===== src/rtl/timed_logic_gate.sv =====
// N-input gate (AND/OR/NAND/NOR) whose output transitions are delayed by
// programmable rise/fall cycle counts with inertial glitch filtering.
module timed_logic_gate #(
    parameter int unsigned N    = 2,
    parameter int unsigned DW   = 8,
    parameter int unsigned CW   = 16,
    parameter logic        INIT = 1'b0
) (
    input  logic          clk,
    input  logic          reset,
    input  logic [N-1:0]  a,
    input  logic [1:0]    op,
    input  logic [DW-1:0] rise_dly,
    input  logic [DW-1:0] fall_dly,
    output logic          z,
    output logic          pending,
    output logic          z_evt,
    output logic [CW-1:0] filt_cnt
);

    typedef enum logic {IDLE, PEND} state_t;

    state_t        r_state;
    logic [DW-1:0] r_cnt;
    logic          r_z;
    logic          r_evt;
    logic [CW-1:0] r_filt;

    logic          w_tgt;
    logic [DW-1:0] w_d;

    always_comb begin
        w_tgt = 1'b0;
        case (op)
            2'd0:    w_tgt = &a;
            2'd1:    w_tgt = |a;
            2'd2:    w_tgt = ~(&a);
            default: w_tgt = ~(|a);
        endcase
        w_d = w_tgt ? rise_dly : fall_dly;
    end

    always_ff @(posedge clk) begin
        if (reset) begin
            r_state <= IDLE;
            r_cnt   <= '0;
            r_z     <= INIT;
            r_evt   <= 1'b0;
            r_filt  <= '0;
        end else begin
            r_evt <= 1'b0;
            case (r_state)
                IDLE: begin
                    if (w_tgt != r_z) begin
                        if (w_d <= DW'(1)) begin
                            r_z   <= w_tgt;
                            r_evt <= 1'b1;
                        end else begin
                            // delay is latched here; later rise/fall changes don't affect this event
                            r_cnt   <= w_d - DW'(1);
                            r_state <= PEND;
                        end
                    end
                end
                PEND: begin
                    // a revert wins over a simultaneous expiry
                    if (w_tgt == r_z) begin
                        r_state <= IDLE;
                        r_cnt   <= '0;
                        if (r_filt != '1) r_filt <= r_filt + CW'(1);
                    end else if (r_cnt == DW'(1)) begin
                        r_z     <= w_tgt;
                        r_evt   <= 1'b1;
                        r_state <= IDLE;
                        r_cnt   <= '0;
                    end else begin
                        r_cnt <= r_cnt - DW'(1);
                    end
                end
                default: r_state <= IDLE;
            endcase
        end
    end

    assign z        = r_z;
    assign pending  = (r_state == PEND);
    assign z_evt    = r_evt;
    assign filt_cnt = r_filt;

endmodule


===== config.mk =====
export PLATFORM = sky130hd
export DESIGN_NAME = timed_logic_gate
export DESIGN_NICKNAME = d
export VERILOG_FILES = /design/src/rtl/timed_logic_gate.sv
export SDC_FILE = /design/constraint.sdc
export NUM_CORES = 1
export LEC_CHECK = 0
export CAP_MARGIN = 30
export CELL_PAD_IN_SITES_DETAIL_PLACEMENT = 1
export CELL_PAD_IN_SITES_GLOBAL_PLACEMENT = 1
export CORE_MARGIN = 3
export CORE_UTILIZATION = 35
export CTS_BUF_LIST = sky130_fd_sc_hd__clkbuf_2
export CTS_CLUSTER_DIAMETER = 50
export DETAILED_ROUTE_END_ITERATION = 7
export GPL_TIMING_DRIVEN = 0
export PLACE_DENSITY = 0.77
export SYNTH_ARGS = -nofsm -noshare
export SYNTH_HDL_FRONTEND = slang
export SYNTH_SLANG_ARGS = --single-unit

===== constraint.sdc =====
create_clock -name clk -period 9.2 [get_ports clk]
set_clock_uncertainty 0.15 [all_clocks]
set_input_delay 2.3 -clock clk [delete_from_list [all_inputs] [get_ports clk]]
set_output_delay 2.3 -clock clk [all_outputs]
set_load 0.02 [all_outputs]

Word level (Yosys, flattened, before mapping)
Index checks and enable logic that the tools add are counted.
{"block": "word_totals", "register_bits": 27, "in_bits": 22, "output_inout_bits": 19}
{"block": "op_classes", "addsub": 3, "n_lt_le_gt_ge": 1, "eq_ne": 11, "n_mux": 22, "n_bitwise": 3, "reduce_logical": 6}
{"cell": "$mux W8", "n": 5}
{"cell": "$add A16 B1 Y16 const B", "n": 1}
{"cell": "$ne A16 B16 Y1 const B", "n": 1}
{"cell": "$pmux W8 S2", "n": 1}
{"cell": "$sub A8 B1 Y8 const B", "n": 2}
{"cell": "$mux W1", "n": 12}
{"cell": "$eq A8 B1 Y1 const B", "n": 1}
{"cell": "$le A8 B1 Y1 const B", "n": 1}
{"cell": "$ne A2 B2 Y1 const B", "n": 4}
{"cell": "$pmux W1 S2", "n": 3}
{"cell": "$reduce_and A2 Y1", "n": 2}
{"cell": "$reduce_and A4 Y1", "n": 1}
{"cell": "$not A1 Y1", "n": 3}
{"cell": "$pmux W1 S3", "n": 1}
{"cell": "$reduce_and A3 Y1", "n": 1}
{"cell": "$eq A2 B1 Y1 const B", "n": 1}
{"cell": "$eq A2 B2 Y1 const B", "n": 1}
{"cell": "$logic_not A2 Y1", "n": 1}
{"cell": "$ne A2 B1 Y1 const B", "n": 1}
{"cell": "$reduce_or A2 Y1", "n": 1}
{"cell": "$eq A1 B1 Y1", "n": 1}
{"cell": "$ne A1 B1 Y1", "n": 1}

Longest topological paths before layout
{"block": "logic_depth", "word_depth": 8, "depth_mapped": 11, "depth_no_buf": 11}

Worst setup path before layout
No wires, ideal clock.
{"block": "synth_path", "path_type": "input -> register", "from": "input op[0]", "to": "register r_cnt[3]", "arrival_time_ns": 4.641, "required_ns": 8.934, "setup_slack_ns": 4.294, "cell_stages": 10, "cell_sequence": "maj3_4 > xnor2_4 > mux2_2 > ha_1 > o21bai_1 > nor2_1 > mux2i_1 > o31a_4 > o21ai_0 > a31o_1"}
{"block": "synth_via", "elab_chain_len": 7}
{"item": "start: declaration", "line_no": "12", "text": "input logic [1:0] op,"}
{"item": "$eq A2 B2 Y1, or another cell as far along", "line_no": "34", "text": "case (op)"}
{"item": "$pmux W1 S3 (*)", "line_no": "34"}
{"item": "$mux W8", "line_no": "40", "text": "w_d = w_tgt ? rise_dly : fall_dly;"}
{"item": "$sub A8 B1 Y8", "line_no": "60", "text": "r_cnt <= w_d - DW'(1);"}
{"item": "$mux W8", "line_no": "55", "text": "if (w_d <= DW'(1)) begin"}
{"item": "$mux W8", "line_no": "54", "text": "if (w_tgt != r_z) begin"}
{"item": "$pmux W8 S2", "line_no": "52", "text": "case (r_state)"}
{"item": "end signal: assignment", "line_no": "60"}
{"item": "end signal: assignment", "line_no": "77", "text": "r_cnt <= r_cnt - DW'(1);"}
{"item": "end: declaration", "line_no": "24", "text": "logic [DW-1:0] r_cnt;"}
Mark *: on every way between the ends. The rest lies on a longest branch, timed or not. The select of a mux whose other input is x is not followed.
A chain may end at the register's enable or synchronous reset.

Final worst setup path
Ends and elaborated chain as after synthesis.

==> impl_metrics.ini <==
[outcome]
status = finished clean

[cts]
cts_made_buffers = 3
post_cts_buffers = 0
cts_buffer_depth = 2
h-tree-depth = 1
numClockSinks = 27
postCtsHoldBufs = 0
post_cts_resized = 0
tritoncts = done
clock-root-buffer = clkbuf_2
path_clk_slew_ns = 0.26
clk_latency_ns = 0.37

[timing]
fin_ws_ns = 3.891
slew_violations = 0
setup_violations = 0
worstMarginPinSlew_ns = 0.6680
period_share_pct = 57.70
whs_ns = 0.3806
max_freq_mhz = 188.4
slew_headroom_pct = 54.20
finalHoldViolCount = 0
fin_crit_ns = 5.309
rsz0062_at_grt = false
timing.setup.tns_ns = 0

[detailed_routing]
drc = 0
drt_wl_total_um = 5100
drtIter0Drc = 112
wire_per_inst_um = 15.27
drtAntennaViolNets = 0
first_pass_iters = 4
via_per_inst = 5.482
dr_total_vias = 1831

[finish]
fin_area_sq_um = 2452
n_fill_cell = 643
regArea_sq_um = 540.5
final_nets = 292
finish.utilization_pct = 46.82
syn2layout_area_growth_pct = 25.48
insertedDiodeCount = 0
drive_gt1_share_pct = 10.23
multi_input_area_sq_um = 1324

[die]
die-height_um = 80.73
num_rows = 26
die-area_sq_um = 6517
core_area_sq_um = 5238
start_util_pct = 37.31
ioPinCount = 41
die_x_um = 80.73

[global_routing]
grt_max_degree = 16
grt_usage_pct = 17.06
globalRoute.totalOverflow = 0
grt_pass1_vias = 1829
antenna_found_initial = 0
grt_pass1_wl_um = 8873

[setup_path]
critPathMaxFanout = 6
worstPathArrival_ns = 5.50
crit_required_ns = 9.39
critPathMaxStageDelay_ns = 0.54
crit_path_cell_trace = clkdlybuf4s50_1, maj3_4, xnor2_4, mux2_2, ha_1, o21bai_1, nor2_1, mux2i_1, o31ai_4, a311oi_1, a31o_1
end_kind = register
cp-start-kind = input pin
critPathKind = input pin to register
critPathSlowestCell = mux2i_1

[power]
leakage_nw = 0.8931
vdd_drop_max_uv = 57.96
p_per_area_nw_per_um2 = 125.4

[place]
pre_cts_slack_ns = 3.494
io_buffers = 39
routabilityCongestion = 0.8610
placed_cell_area_sq_um = 2432
hpwl_um = 4000

[yosys]
synthesis.area_sq_um = 1954
synth_nets = 248
synthTopCellsByCount = nor2_1, dfxtp_1, mux2i_1
async_flop_share_pct = 0
syn_inst = 221
yosys-top-cells-area = dfxtp_1, mux2i_1, nor2_1, xor2_1, mux2_2
ys_types = 48
yosysSeqAreaShare_pct = 27.66
yosys_warnings = 0
yosysTopAreaCell = dfxtp_1
synth.avg_cell_area_sq_um = 8.843
synth_ff_type = dfxtp_1
synth_most_common_cell = nor2_1
synth-edff-count = 0
synth_top_area_share_pct = 27.66
synth_seq_cells = 27

[worst_hold_path]
hold_path_class = register to register

[run]
cap_viol_max_count = 0
## cell type report
cell class | count | area share (%)
multi-input combinational | 177 | 53.98
sequential | 27 | 22.04
timing repair buffer | 39 | 15.92
inverter | 8 | 1.224
tap | 70 | 3.571
buffer | 9 | 2.449
clock inverter | 1 | 0.2041
clock buffer | 3 | 0.6122
## logic make-up (layout without fill, tap and decap cells)
family,after synthesis,count (layout),share of synthesized area (%)
AND/OR/NAND/NOR,94,94,25.22
XOR/XNOR,19,19,11.40
flip-flops,27,27,27.66
multiplexers,23,23,12.16
buffers and inverters,17,60,4.610
adder cells (fa/ha/maj),6,6,3.905
AO/OA/AOI/OAI,35,35,15.05
## layout by cell type (no fill, tap or decap), types with 2 or more instances in the layout
master           synthesis  layout
clkbuf_1                 5       5
nor2_1                  31      31
mux2_2                   6       6
o21ai_0                  7       7
nand3_1                  9       9
dfxtp_1                 27      27
or3_1                    7       7
xnor2_1                  4       4
nand2_1                 13      13
and2_1                   2       2
ha_1                     5       5
xor2_4                   2       2
inv_1                    8       8
clkbuf_2                 0       3
xor2_1                  12      12
and3_1                   3       3
buf_6                    3       3
nor4_1                   8       8
nor3_1                   6       6
mux2i_1                 17      17
o22ai_1                  2       2
a311oi_1                 3       3
nand4_1                  8       8
a21oi_1                  5       5
o31ai_4                  2       2
clkdlybuf4s50_1          0      39
a211oi_1                 3       3
## stage by stage
step                power [mW]  std cells
floorplan               0.2246        221
global route            0.3301        334
finish                  0.3075        334
detailed placement      0.2616        330
global placement        0.2587        330
CTS                     0.3096        334
## flip-flops by register name (all words and copies together) (netlist names)
signal,count
filt_cnt,16
z_evt,1
z,1
r_cnt,8
pending,1
## worst max-delay path: cells and delay by family
family	cells	cell delay, ns
AO/OA/AOI/OAI	4	0.88
buffers and inverters	1	0.42
multiplexers	2	0.97
AND/OR/NAND/NOR	1	0.07
adder cells (fa/ha/maj)	2	0.56
XOR/XNOR	1	0.28
## power breakdown
| group | total [mW] | switching, mW | internal, mW |
|---|---|---|---|
| sequential | 0.136 | 0.00969 | 0.126 |
| clock | 0.0476 | 0.0377 | 0.00986 |
| combinational | 0.124 | 0.0709 | 0.0534 |
| total | 0.307 | 0.118 | 0.189 |
## per-layer routing
metal	up-vias	routed length [um]	global-route usage (%)
met1	910	2543	24.64
li1	886	-	-
met5	-	0	0
met2	33	2375	26.90
met4	0	27	2.534
met3	2	154	3.139
## worst paths after layout
check	startpoint	end	slack, ns	cells past startpoint
worst max-delay path	op[0]	r_cnt[3]	3.89	11
worst max register to register	z	r_cnt[3]	6.89	6
worst min register to register	filt_cnt[15]	filt_cnt[15]	0.38	2
worst min-delay path	filt_cnt[15]	filt_cnt[15]	0.38	2
(Power assumes the default switching activity.)
